`config.mk`:
```
export PLATFORM = sky130hd
export DESIGN_NAME = mesi_issue_queue
export DESIGN_NICKNAME = d
export VERILOG_FILES = /design/src/rtl/mesi_pkg.sv /design/src/rtl/mesi_instr_fifo.sv /design/src/rtl/mesi_issue_queue.sv
export SDC_FILE = /design/constraint.sdc
export NUM_CORES = 1
export LEC_CHECK = 0
export ABC_AREA = 1
export CORE_MARGIN = 5
export CORE_UTILIZATION = 52
export CTS_CLUSTER_DIAMETER = 120
export DETAILED_ROUTE_END_ITERATION = 6
export PLACE_DENSITY = 0.74
export SLEW_MARGIN = 30
export SYNTH_ARGS = -nofsm -noshare
export SYNTH_HDL_FRONTEND = slang
export SYNTH_SLANG_ARGS = --single-unit
```
`constraint.sdc`:
```
create_clock -name clk -period 2.25 [get_ports clk]
set_input_delay 0.3375 -clock clk [delete_from_list [all_inputs] [get_ports clk]]
set_output_delay 0.3375 -clock clk [all_outputs]
set_load 0.01 [all_outputs]
```
`src/rtl/mesi_pkg.sv`:
```
// mesi_pkg: instruction field layout, processor-id encoding and issue FSM states
package mesi_pkg;
  localparam int INSTR_W = 16;
  localparam int WR_BIT = 15;
  localparam int PID_HI = 14;
  localparam int PID_LO = 13;
  localparam int TAG_HI = 12;
  localparam int TAG_LO = 8;
  localparam int DATA_HI = 7;
  localparam int DATA_LO = 0;
  localparam int RES_W = 8;
  localparam int CNT_W = 8;
  localparam int HOLD_W = 4;
  localparam logic [1:0] PROC_NONE = 2'b00;

  typedef enum logic [1:0] {S_IDLE, S_ISSUE, S_HOLD, S_CAPTURE} state_t;

  function automatic logic [1:0] proc_id(input logic [INSTR_W-1:0] instr);
    return instr[PID_HI:PID_LO];
  endfunction
endpackage

```
`src/rtl/mesi_instr_fifo.sv`:
```
// mesi_instr_fifo: synchronous instruction FIFO with occupancy count
module mesi_instr_fifo #(
  parameter int DEPTH = 8,
  parameter int W = 16
) (
  input  logic                       clk,
  input  logic                       rst_n,
  input  logic                       push,
  input  logic                       pop,
  input  logic [W-1:0]               wdata,
  output logic [W-1:0]               rdata,
  output logic [$clog2(DEPTH):0]     count,
  output logic                       full
);
  localparam int AW = $clog2(DEPTH);
  localparam logic [AW:0] FULL_CNT = (AW+1)'(DEPTH);
  logic [W-1:0] mem_q [DEPTH];
  logic [AW-1:0] wr_ptr_q, wr_ptr_d, rd_ptr_q, rd_ptr_d;
  logic [AW:0] count_q, count_d;
  logic do_push, do_pop;
  // full blocks the push even when a pop frees a slot in the same cycle
  assign full = count_q == FULL_CNT;
  assign do_push = push && !full;
  assign do_pop = pop && count_q != '0;
  assign rdata = mem_q[rd_ptr_q];
  assign count = count_q;
  always_comb begin
    wr_ptr_d = do_push ? wr_ptr_q + 1'b1 : wr_ptr_q;
    rd_ptr_d = do_pop ? rd_ptr_q + 1'b1 : rd_ptr_q;
    count_d = (do_push && !do_pop) ? count_q + 1'b1 :
              (!do_push && do_pop) ? count_q - 1'b1 : count_q;
  end
  always_ff @(posedge clk) begin
    if (!rst_n) begin
      wr_ptr_q <= '0;
      rd_ptr_q <= '0;
      count_q <= '0;
    end else begin
      wr_ptr_q <= wr_ptr_d;
      rd_ptr_q <= rd_ptr_d;
      count_q <= count_d;
    end
  end
  always_ff @(posedge clk) begin
    if (do_push) mem_q[wr_ptr_q] <= wdata;
  end
endmodule

```
`src/rtl/mesi_issue_queue.sv`:
```
// mesi_issue_queue: buffers instructions and issues them one at a time to a MESI coherence controller
module mesi_issue_queue
  import mesi_pkg::*;
#(
  parameter int DEPTH = 8,
  parameter int HOLD_CYCLES = 2
) (
  input  logic               clk,
  input  logic               rst_n,
  input  logic               in_valid,
  input  logic [INSTR_W-1:0] in_instr,
  output logic               in_ready,
  output logic [INSTR_W-1:0] instrucao,
  output logic               hab_escrita_mem,
  input  logic [RES_W-1:0]   saida_in,
  output logic               res_valid,
  output logic [RES_W-1:0]   res_data,
  output logic [INSTR_W-1:0] res_instr,
  output logic               busy,
  output logic [CNT_W-1:0]   issue_cnt,
  output logic [CNT_W-1:0]   drop_cnt
);
  localparam logic [HOLD_W-1:0] HOLD_LAST = HOLD_W'(HOLD_CYCLES - 1);
  state_t state_q, state_d;
  logic [HOLD_W-1:0] hold_q, hold_d;
  logic [INSTR_W-1:0] instrucao_q, instrucao_d, res_instr_q, res_instr_d, head;
  logic [RES_W-1:0] res_data_q, res_data_d;
  logic [CNT_W-1:0] issue_cnt_q, issue_cnt_d, drop_cnt_q, drop_cnt_d;
  logic hab_q, hab_d, res_valid_q, res_valid_d;
  logic [$clog2(DEPTH):0] fifo_count;
  logic fifo_full, pop, start, drop;

  mesi_instr_fifo #(.DEPTH(DEPTH), .W(INSTR_W)) u_fifo (
    .clk   (clk),
    .rst_n (rst_n),
    .push  (in_valid),
    .pop   (pop),
    .wdata (in_instr),
    .rdata (head),
    .count (fifo_count),
    .full  (fifo_full)
  );

  assign pop = state_q == S_IDLE && fifo_count != '0;
  assign start = pop && proc_id(head) != PROC_NONE;
  assign drop = pop && proc_id(head) == PROC_NONE;

  always_ff @(posedge clk) begin
    if (!rst_n) state_q <= S_IDLE;
    else state_q <= state_d;
  end

  always_comb begin
    state_d = state_q == S_IDLE ? (start ? S_ISSUE : S_IDLE) :
              state_q == S_ISSUE ? S_HOLD :
              state_q == S_HOLD ? (hold_q == '0 ? S_CAPTURE : S_HOLD) : S_IDLE;
  end

  // dropped words consume their pop cycle but leave the controller interface untouched
  always_comb begin
    instrucao_d = start ? head : state_q inside {S_IDLE, S_CAPTURE} ? '0 : instrucao_q;
    hab_d = start;
    hold_d = state_q == S_ISSUE ? HOLD_LAST : state_q == S_HOLD ? hold_q - 1'b1 : hold_q;
    issue_cnt_d = state_q == S_ISSUE ? issue_cnt_q + 1'b1 : issue_cnt_q;
    drop_cnt_d = (drop && drop_cnt_q != '1) ? drop_cnt_q + 1'b1 : drop_cnt_q;
    res_valid_d = state_q == S_CAPTURE;
    res_data_d = state_q == S_CAPTURE ? saida_in : res_data_q;
    res_instr_d = state_q == S_CAPTURE ? instrucao_q : res_instr_q;
  end

  always_ff @(posedge clk) begin
    if (!rst_n) begin
      hold_q <= '0;
      instrucao_q <= '0;
      hab_q <= 1'b0;
      issue_cnt_q <= '0;
      drop_cnt_q <= '0;
      res_valid_q <= 1'b0;
      res_data_q <= '0;
      res_instr_q <= '0;
    end else begin
      hold_q <= hold_d;
      instrucao_q <= instrucao_d;
      hab_q <= hab_d;
      issue_cnt_q <= issue_cnt_d;
      drop_cnt_q <= drop_cnt_d;
      res_valid_q <= res_valid_d;
      res_data_q <= res_data_d;
      res_instr_q <= res_instr_d;
    end
  end

  assign in_ready = !fifo_full;
  assign instrucao = instrucao_q;
  assign hab_escrita_mem = hab_q;
  assign res_valid = res_valid_q;
  assign res_data = res_data_q;
  assign res_instr = res_instr_q;
  assign issue_cnt = issue_cnt_q;
  assign drop_cnt = drop_cnt_q;
  assign busy = state_q != S_IDLE || fifo_count != '0;
endmodule

```
After elaboration in Yosys (flattened, before gate mapping)
Memories as Yosys holds them, arrays and structs flattened. A register that Yosys moved wholly into a read port is not among the register bits. Index checks and enable logic that the tools add are counted.

Memory bits (writable): 128. Input port bits: 27. Register bits after elaboration: 74. Output and inout bits: 60. Logic and storage cells: 65. Memories: 1.

$add $sub $neg: 7. Equality and inequality tests: 5. Mux-type cells: 15. Reductions and logical operators: 23. Bitwise gates (word level): 1.

Memories: u_fifo.mem_q (words 8, bits a word 16, read ports 1, clocked after Yosys merged registers in 1, wr ports 1, RTL line mesi_instr_fifo.sv:17) `logic [W-1:0] mem_q [DEPTH];`.

Operators by type and width (count): 16-bit 2-to-1 mux (2); 8-bit by 1-bit adder with 8-bit output, second input constant (2); 2-bit nonzero test (6); 1-bit logical AND (8); 4-bit 2-to-1 mux (2); 8-bit != test, second input constant (1); 4-bit by 1-bit subtractor with 4-bit output, second input constant (2); 3-bit by 1-bit adder with 3-bit output, second input constant (2); 1-bit 2-to-1 mux (6); 2-bit 2-to-1 mux (3); 3-bit 2-to-1 mux (2); 4-bit by 1-bit adder with 4-bit output, second input constant (1); 2-bit == test, second input constant (2); 4-bit == test, second input constant (1); 2-bit zero test (2); 4-bit zero test (1); 4-bit nonzero test (1); 1-bit zero test (3); 2-bit by 1-bit == test with 1-bit output, second input constant (1); 2-bit OR reduction (1); 1-bit logical OR (1); 1-bit NOT (1).

Depth between registers and ports, before layout
Gate-level depths: netlist (run 1).

Depth in word-level cells: 7. Mapped depth: 15.

Cells and area by module
From an unflattened synthesis (run 1), not the netlist that was laid out.

Cells, all modules: 835. Area total of the unflattened synthesis: 8316.7 um2.

Modules (own cells, without submodules): mesi_instr_fifo (cells each 485, times used 1, area an instance 5679.2 um2, seq. area each 4103.9 um2); mesi_issue_queue (cells each 350, times used 1, area an instance 2637.5 um2, seq. area each 1281.2 um2).

Worst setup path before layout (run 1)
OpenSTA, ideal clock, no wires.

Path kind: flip-flop to flip-flop. From: reg u_fifo.count_q[0], in the netlist u_fifo.count[0]. To: reg u_fifo.count_q[3], in the netlist u_fifo.count[3]. Slack: 0.127 ns. Cell stages (with the launch flop): 16. Required time: 2.130 ns. Path buffers: 0. Data arrival time: 2.003 ns. Cell sequence: dfxtp_1 > nor2_2 > nand3_1 > nand2_1 > inv_1 > ha_1 > inv_1 > ha_1 > nand2_1 > nand2_1 > a21oi_1 > nor2_1 > nor2_1 > nand2_1 > o21ai_0 > a21oi_1.

Longest elaborated chain between the ends: 6.

RTL lines: from (decl) (RTL line mesi_instr_fifo.sv:19) `logic [AW:0] count_q, count_d;`; from (signal assigned) (RTL line mesi_instr_fifo.sv:41) `count_q <= count_d;`; 4-bit == test (*) (RTL line mesi_instr_fifo.sv:22) `assign full = count_q == FULL_CNT;`; 1-bit zero test (*); named net in_ready (RTL line mesi_issue_queue.sv:12) `output logic in_ready,`; 1-bit logical AND (*) (RTL line mesi_instr_fifo.sv:23) `assign do_push = push && !full;`; named net u_fifo.do_push (RTL line mesi_instr_fifo.sv:20) `logic do_push, do_pop;`; 1-bit zero test (RTL line mesi_instr_fifo.sv:31) `(!do_push && do_pop) ? count_q - 1'b1 : count_q;`; 1-bit logical AND (RTL line mesi_instr_fifo.sv:31); 2-bit nonzero test (no source line).

Mark *: on every way through the listed nets, which the timed path passes. The rest lies on a longest branch. The select of a mux whose other input is x is not followed. A chain may end at the register's enable or synchronous reset.

Worst setup path in the final report (run 1)
From: reg u_fifo.count_q[1], in the netlist u_fifo.count[1]. To: reg u_fifo.count_q[3], in the netlist u_fifo.count[3].

Longest elaborated chain between the ends: 6.

RTL lines (RTL line): 4-bit == test (*) (mesi_instr_fifo.sv:22); 1-bit zero test (*) (mesi_instr_fifo.sv:23); 1-bit logical AND (*) (mesi_instr_fifo.sv:23); named net u_fifo.do_push (mesi_instr_fifo.sv:20); 1-bit zero test (mesi_instr_fifo.sv:31); 1-bit logical AND (mesi_instr_fifo.sv:31); 2-bit nonzero test (no source line).

Marks and branches as above.

==> load_flow_metrics.sql, run 1 <==
INSERT INTO impl_metrics (metric_group, metric, value, unit) VALUES
('status', 'outcome', 'completed', ''),
('cells_and_area', 'net_count_reported_at_finish', '966', ''),
('timing', 'finalMaxSlewViolations', '0', ''),
('grt', 'highest_utilization_routing_layer_at_the_global_route_stage', 'met2', ''),
('cells_and_area', 'final_layout_size_suffix_gt1_share', '9.27', '%'),
('cells_and_area', 'nFillCells', '1253', ''),
('logic_synthesis', 'syn-instance-count', '823', ''),
('floorplan', 'dieHeight', '137', 'µm'),
('clock_network', 'tritoncts', 'built', ''),
('routing', 'wirelength', '18800', 'µm'),
('cells_and_area', 'final_cell_area', '10300', 'µm²'),
('grt', 'maximum_number_of_pins_on_one_net_before_global_route_repair', '65', ''),
('timing', 'slew_headroom', '64.5', '%'),
('critical_path', 'required', '2.63', 'ns'),
('routing', 'ant_nets', '0', ''),
('clock_network', 'clock_sinks', '205', ''),
('floorplan', 'die_ar', '18700', 'µm²'),
('grt', 'all_layer_gr_usage', '20.3', '%'),
('cells_and_area', 'area.growth.synth_to_final', '22.9', '%'),
('timing', 'timing.final.crit_period', '2.03', 'ns'),
('critical_path', 'ff2ff_path_depth', '15', ''),
('cells_and_area', 'antenna_cells', '0', ''),
('run', 'maxCapViolations', '0', ''),
('logic_synthesis', 'synth-async-reset-ratio', '0', '%'),
('cells_and_area', 'post_layout_nonfiller_instances', '1155', ''),
('logic_synthesis', 'synth_sequential_area_ratio', '64.3', '%'),
('grt', 'overflow', '0', ''),
('critical_path', 'crit_fanout', '4', ''),
('logic_synthesis', 'synth.yosys.warnings', '0', ''),
('grt', 'number_of_global_route_vias_before_repair', '5828', ''),
('placed_design', 'placement.cell_area', '9600', 'µm²'),
('hold_path', 'min_delay_worst_type', 'in2reg', ''),
('hold_path', 'min_from', 'rst_n', ''),
('logic_synthesis', 'dominant_cell_type_by_area_after_synthesis', 'edfxtp_1', ''),
('logic_synthesis', 'synth_edf_count', '128', ''),
('routing', 'drc_errors', '0', ''),
('routing', 'via_count', '6101', ''),
('timing', 'unrepaired_setup_endpoints_after_global_routing', 'false', ''),
('timing', 'worst_slew_pin_slew', '0.532', 'ns'),
('logic_synthesis', 'ys_seq_elements', '205', ''),
('floorplan', 'core_area', '15800', 'µm²'),
('critical_path', 'timing.reg2reg.setup_slack', '0.22', 'ns'),
('logic_synthesis', 'synthesis.area_per_instance', '10.2', 'µm²'),
('hold_path', 'worst_hold_path.num_cells', '3', ''),
('routing', 'number_of_iterations_in_the_first_detailed_routing_pass', '5', ''),
('logic_synthesis', 'yosysUniqueCellTypes', '33', ''),
('floorplan', 'die_w', '137', 'µm'),
('critical_path', 'cp.arrival', '2.42', 'ns'),
('floorplan', 'pin_count', '87', ''),
('power_and_ir_drop', 'power_density', '1160', 'nW/µm²'),
('logic_synthesis', 'post_synth_main_area_contributors', 'edfxtp_1 (46%), dfxtp_1 (18%), nand2_1 (8.6%), nand3_1 (5.1%), nor2_1 (4.3%)', ''),
('floorplan', 'initial_core_util', '52.9', '%'),
('power_and_ir_drop', 'p_leak', '4.03', 'nW'),
('floorplan', 'floorplan.rows', '46', ''),
('clock_network', 'inserted_clock_buffers', '22', ''),
('routing', 'post_drt_via_cell_ratio', '5.28', ''),
('placed_design', 'finalWeightedCongestion', '0.800', ''),
('timing', 'setup_viol', '0', ''),
('timing', 'timing.final.crit_share', '90.4', '%'),
('hold_path', 'min_to', 'drop_cnt[1]$_SDFFE_PN0P_', ''),
('timing', 'fin_setup_tns', '0', 'ns'),
('clock_network', 'cts-root-buf', 'clkbuf_16', ''),
('power_and_ir_drop', 'ir_drop', '0.000708', 'V'),
('critical_path', 'critPathCaptureType', 'flip-flop', ''),
('timing', 'skew', '0.0167', 'ns'),
('clock_network', 'cts_resized', '1', ''),
('grt', 'grt_util_met1', '27.2', '%'),
('critical_path', 'worstReg2RegStart', 'u_fifo.count[1]$_SDFFE_PN0P_', ''),
('critical_path', 'critical_path_class', 'reg2reg', ''),
('critical_path', 'critical_path.startpoint_type', 'flip-flop', ''),
('grt', 'grt_first_pass_wirelength', '30100', 'µm');
==> worst max-delay path by stage <==
stage | startpoint | end | slack, ns | cells past startpoint
floorplan | u_fifo.count[0]$_SDFFE_PN0P_ | u_fifo.count[3]$_SDFFE_PN0P_ | 0.13 | 15
global placement | in_valid | u_fifo.count[3]$_SDFFE_PN0P_ | 0.04 | 14
detailed placement | in_valid | u_fifo.count[3]$_SDFFE_PN0P_ | 0.02 | 14
CTS | u_fifo.count[1]$_SDFFE_PN0P_ | u_fifo.count[3]$_SDFFE_PN0P_ | 0.13 | 15
global route | u_fifo.count[0]$_SDFFE_PN0P_ | u_fifo.count[3]$_SDFFE_PN0P_ | 0.03 | 15
finish | u_fifo.count[1]$_SDFFE_PN0P_ | u_fifo.count[3]$_SDFFE_PN0P_ | 0.22 | 15
==> cells by family after synthesis <==
group,synth area share (%)
AO/OA/AOI/OAI,5.19
XOR/XNOR,0.523
adder cells (fa/ha/maj),2.18
buffers and inverters,4.90
flip-flops,64.3
AND/OR/NAND/NOR,22.9
==> layout make-up <==
type	instances	area [µm²]	area share [%]
inverters	57	216	2.10
repair buffers	115	1150	11.1
clock inverters	10	82.6	0.802
multi-input cells	524	2580	25.1
flip-flops and latches	205	5390	52.3
clock buffers	28	603	5.86
well taps	216	270	2.63
==> cell usage after synthesis (all sizes together) (4+ instances only) <==
library cell and number:
nor2 99, a21oi 22, ha 13, edfxtp 128, o21ai 45, dfxtp 77
nand3 90, xor2 4, nand2 198, clkbuf 12, inv 56, buf 25
nor3 5, a31oi 11, and3 10, nand4 22
==> power by group <==
group	switching, mW	internal (mW)	total, mW	leakage, nW
Combinational	2.30	1.42	3.72	1.91
Sequential	0.332	4.44	4.77	1.79
Clock	1.40	2.00	3.40	0.333
==> layer usage <==
metal  share of wire (%)  vias to the layer above
met2                  48                      194
met5                   0                        -
li1                    -                     3004
met1                  43                     2872
met3                 7.2                       31
met4                 2.4                        0
==> critical path, cell delays in order, from the launching register on <==
cell     delay [ns]
dfxtp_2        0.35
nor2_4         0.12
nand3_1        0.11
nand2_1        0.10
inv_1          0.06
ha_1           0.19
inv_1          0.11
ha_1           0.24
nand2_1        0.07
nand2_1        0.05
a21oi_1        0.15
nor2_1         0.06
nor2_1         0.08
nand2_1        0.07
o21ai_0        0.14
a21oi_1        0.05
==> state kept, by name, indices dropped and copies added, names as in the netlist, 3 cells and up, named ones only <==
| signal | flops |
|---|---|
| u_fifo.mem_q | 128 |
| u_fifo.rd_ptr_q | 3 |
| drop_cnt | 8 |
| instrucao | 16 |
| u_fifo.count | 4 |
| hold_q | 4 |
| res_instr | 16 |
| res_data | 8 |
| issue_cnt | 8 |
| u_fifo.wr_ptr_q | 3 |
==> placed cells by master, fill, tap and decap left out, types with 3 or more instances in the layout <==
master,synthesis,layout
a21oi_1,22,22
a31oi_1,11,11
and3_1,10,10
buf_12,0,6
buf_4,6,23
clkbuf_1,12,3
clkbuf_16,0,22
clkbuf_8,0,3
clkdlybuf4s50_1,0,84
clkinv_1,1,6
dfxtp_1,77,75
edfxtp_1,128,128
ha_1,13,12
inv_1,53,53
nand2_1,192,192
nand3_1,85,85
nand3_4,3,3
nand4_1,22,22
nor2_1,97,97
nor3_1,5,5
o21ai_0,37,37
o21ai_2,8,8
xor2_1,4,4
==> through the flow <==
step                      setup slack (ns)  hold slack [ns]  util (%)  total power [mW]
after floorplan                      0.127            0.436         -              7.19
after global placement              0.0401            0.450      60.6              8.46
after detailed placement            0.0188            0.468      60.6              8.53
after CTS                            0.131            0.234      65.0              12.0
after global routing                0.0258            0.251      65.0              12.6
final                                0.215            0.239      65.0              11.9
Power figures use the tool's default switching activity.
==> inputs of run 2 (changes only) <==
--- a/config.mk
+++ b/config.mk
@@ -11,7 +11,7 @@
 export CTS_CLUSTER_DIAMETER = 120
 export DETAILED_ROUTE_END_ITERATION = 6
 export PLACE_DENSITY = 0.74
-export SLEW_MARGIN = 30
+export REMOVE_ABC_BUFFERS = 1
 export SYNTH_ARGS = -nofsm -noshare
 export SYNTH_HDL_FRONTEND = slang
 export SYNTH_SLANG_ARGS = --single-unit
==> constraint.sdc (replaced) <==
create_clock -name clk -period 2.2 [get_ports clk]
set_input_delay 0.33 -clock clk [delete_from_list [all_inputs] [get_ports clk]]
set_output_delay 0.33 -clock clk [all_outputs]
set_load 0.01 [all_outputs]
==> run 2 against run 1 <==
Effect of this change: sequential power grew 2%; count of clock-buffer cells in the layout grew 3; cell count grew 0.17%; setup slack lost 0.030 ns; clock power grew 4%; critical path depth shrank 1; hold slack lost 0.020 ns; utilization is the same; flip-flop and latch count is the same; design area is the same; first-iteration DRC count shrank 5.8%; critical endpoint unchanged; largest cell class unchanged; largest power group unchanged; highest routed layer unchanged.
==> load_flow_metrics.sql, run 2 (same netlist as run 1, synthesis figures left out) <==
INSERT INTO impl_metrics (metric_group, metric, value, unit) VALUES
('floorplan', 'floorplan.rows', '46', ''),
('placed_design', 'detailedPlacementHpwl', '11600', 'µm'),
('placed_design', 'dp.cells', '1117', ''),
('floorplan', 'dieHeight', '137', 'µm'),
('clock_network', 'ctsHoldBuffers', '0', ''),
('clock_network', 'worst_skew_pair.late_latency', '0.50', 'ns'),
('clock_network', 'clock_sinks', '205', ''),
('routing', 'wirelength', '17700', 'µm'),
('timing', 'worst_slew_pin_slew', '0.792', 'ns'),
('routing', 'ant_nets', '0', ''),
('cells_and_area', 'commonest_cells_after_routing_fill_and_taps_aside', 'nand2_1 (192), edfxtp_1 (128), nor2_1 (97)', ''),
('routing', 'drc_errors', '0', ''),
('critical_path', 'critical-path-top-cell-by-count', 'nand2_1', ''),
('grt', 'grt_first_pass_wirelength', '28500', 'µm'),
('timing', 'setup_viol', '0', ''),
('cells_and_area', 'mostFrequentLayoutCell', 'nand2_1', ''),
('routing', 'post_drt_via_cell_ratio', '5.18', ''),
('critical_path', 'cp_peak_stage_delay', '0.36', 'ns'),
('routing', 'via_count', '5992', ''),
('clock_network', 'post-cts-setup-buffers', '0', ''),
('routing', 'wl_per_cell', '15.3', 'µm'),
('clock_network', 'h-tree-depth', '1', ''),
('cells_and_area', 'largest_register', 'u_fifo.mem_q', ''),
('cells_and_area', 'final_layout_size_suffix_gt1_share', '9.78', '%'),
('clock_network', 'clk_pin_slew_worst_paths', '0.06', 'ns'),
('placed_design', 'port_buffers', '86', ''),
('power_and_ir_drop', 'power_density', '1190', 'nW/µm²'),
('floorplan', 'pin_count', '87', ''),
('clock_network', 'cts-root-buf', 'clkbuf_16', ''),
('placed_design', 'dp_worst_setup_slack', '-0.0262', 'ns'),
('cells_and_area', 'post_layout_nonfiller_instances', '1157', ''),
('critical_path', 'required', '2.58', 'ns'),
('grt', 'maximum_number_of_pins_on_one_net_before_global_route_repair', '37', ''),
('power_and_ir_drop', 'ir_drop', '0.000679', 'V'),
('grt', 'number_of_antenna_violations_at_the_first_check_in_global_routing', '0', ''),
('timing', 'timing.fmax', '496', 'MHz'),
('clock_network', 'tritoncts', 'built', ''),
('clock_network', 'inserted_clock_buffers', '22', ''),
('critical_path', 'critPathCaptureType', 'flip-flop', ''),
('floorplan', 'core_area', '15800', 'µm²'),
('timing', 'unrepaired_setup_endpoints_after_global_routing', 'false', ''),
('grt', 'all_layer_gr_usage', '19.1', '%'),
('critical_path', 'critical_path_class', 'reg2reg', ''),
('timing', 'finalMaxSlewViolations', '0', ''),
('critical_path', 'critical_path.startpoint_type', 'flip-flop', ''),
('power_and_ir_drop', 'p_leak', '4.05', 'nW'),
('timing', 'timing.final.crit_period', '2.01', 'ns'),
('timing', 'post-route-worst-setup-slack', '0.185', 'ns'),
('cells_and_area', 'final_util', '65.0', '%'),
('timing', 'skew', '0.00734', 'ns'),
('placed_design', 'finalWeightedCongestion', '0.797', ''),
('floorplan', 'die_w', '137', 'µm'),
('critical_path', 'cp_cell_sequence', 'inv_1, ha_4, nand2_4, ha_1, inv_2, ha_1, nand2_1, nand2_1, a21oi_2, nor2_1, nor2_1, nand2_1, o21ai_0, a21oi_1', ''),
('floorplan', 'die_ar', '18700', 'µm²'),
('power_and_ir_drop', 'fin_total_pwr', '12.2', 'mW'),
('run', 'maxCapViolations', '0', ''),
('grt', 'number_of_global_route_vias_before_repair', '5633', ''),
('cells_and_area', 'nFillCells', '1211', ''),
('timing', 'final_hold_viol_count', '0', ''),
('placed_design', 'placement.cell_area', '9560', 'µm²'),
('timing', 'timing.final.crit_share', '91.6', '%'),
('timing', 'fin_worst_hold_slack', '0.220', 'ns'),
('timing', 'slew_headroom', '47.1', '%'),
('hold_path', 'min_delay_worst_type', 'in2reg', ''),
('cells_and_area', 'antenna_cells', '0', ''),
('critical_path', 'crit_fanout', '6', ''),
('timing', 'fin_setup_tns', '0', 'ns'),
('grt', 'overflow', '0', ''),
('cells_and_area', 'largest_register_ff_count', '128', ''),
('routing', 'number_of_iterations_in_the_first_detailed_routing_pass', '5', ''),
('cells_and_area', 'area.growth.synth_to_final', '22.9', '%'),
('critical_path', 'cp.arrival', '2.39', 'ns'),
('status', 'outcome', 'completed', ''),
('critical_path', 'critPathSlowestCell', 'dfxtp_1', ''),
('routing', 'initialDrtViolationCount', '407', ''),
('cells_and_area', 'final_cell_area', '10300', 'µm²'),
('floorplan', 'initial_core_util', '52.9', '%'),
('clock_network', 'cts-root-to-sink-buffers', '3', ''),
('cells_and_area', 'net_count_reported_at_finish', '966', '');
-- run 2: layout make-up --
| type | instances | area (µm²) | area share, % |
|---|---|---|---|
| well taps | 216 | 270 | 2.63 |
| inverters | 57 | 216 | 2.10 |
| clock buffers | 31 | 637 | 6.19 |
| repair buffers | 115 | 1110 | 10.8 |
| multi-input cells | 524 | 2600 | 25.2 |
| clock inverters | 9 | 73.8 | 0.717 |
| flip-flops and latches | 205 | 5390 | 52.3 |
-- run 2: final timing paths --
check,cells after the start,endpoint,start,slack (ns)
worst min-delay path,3,u_fifo.wr_ptr_q[0]$_SDFFE_PN0P_,rst_n,0.22
worst max-delay path,14,u_fifo.count[3]$_SDFFE_PN0P_,state_q[0]$_SDFF_PN0_,0.19
worst min register to register,2,issue_cnt[7]$_SDFFE_PN0P_,issue_cnt[7]$_SDFFE_PN0P_,0.46
worst max register to register,14,u_fifo.count[3]$_SDFFE_PN0P_,state_q[0]$_SDFF_PN0_,0.19
-- run 2: worst max-delay path, delay by kind of cell, from the launching register on --
| kind | cells | cell delay (ns) |
|---|---|---|
| AOI/OAI and AO/OA | 3 | 0.32 |
| adders and majority gates | 3 | 0.64 |
| buffers and inverters | 2 | 0.16 |
| DFF | 1 | 0.36 |
| and+or+nand+nor | 6 | 0.42 |
-- run 2: metal layers --
| metal | part of all wire [%] | GRT usage [%] |
|---|---|---|
| met1 | 44 | 25.6 |
| met2 | 47 | 32.1 |
| met3 | 7.1 | 3.38 |
| met4 | 2.1 | 5.43 |
| met5 | 0 | 0 |
-- run 2: where the power goes --
| part | total [mW] | switching, mW | internal, mW |
|---|---|---|---|
| clock network | 3.55 | 1.42 | 2.13 |
| logic | 3.79 | 2.32 | 1.46 |
| registers | 4.86 | 0.327 | 4.54 |
-- run 2: timing repair --
| item | 4_1_cts | 5_1_grt |
|---|---|---|
| endpoints found under the setup margin | 1 | 1 |
| resized for setup | 1 | 5 |
| pin swaps | 0 | 0 |
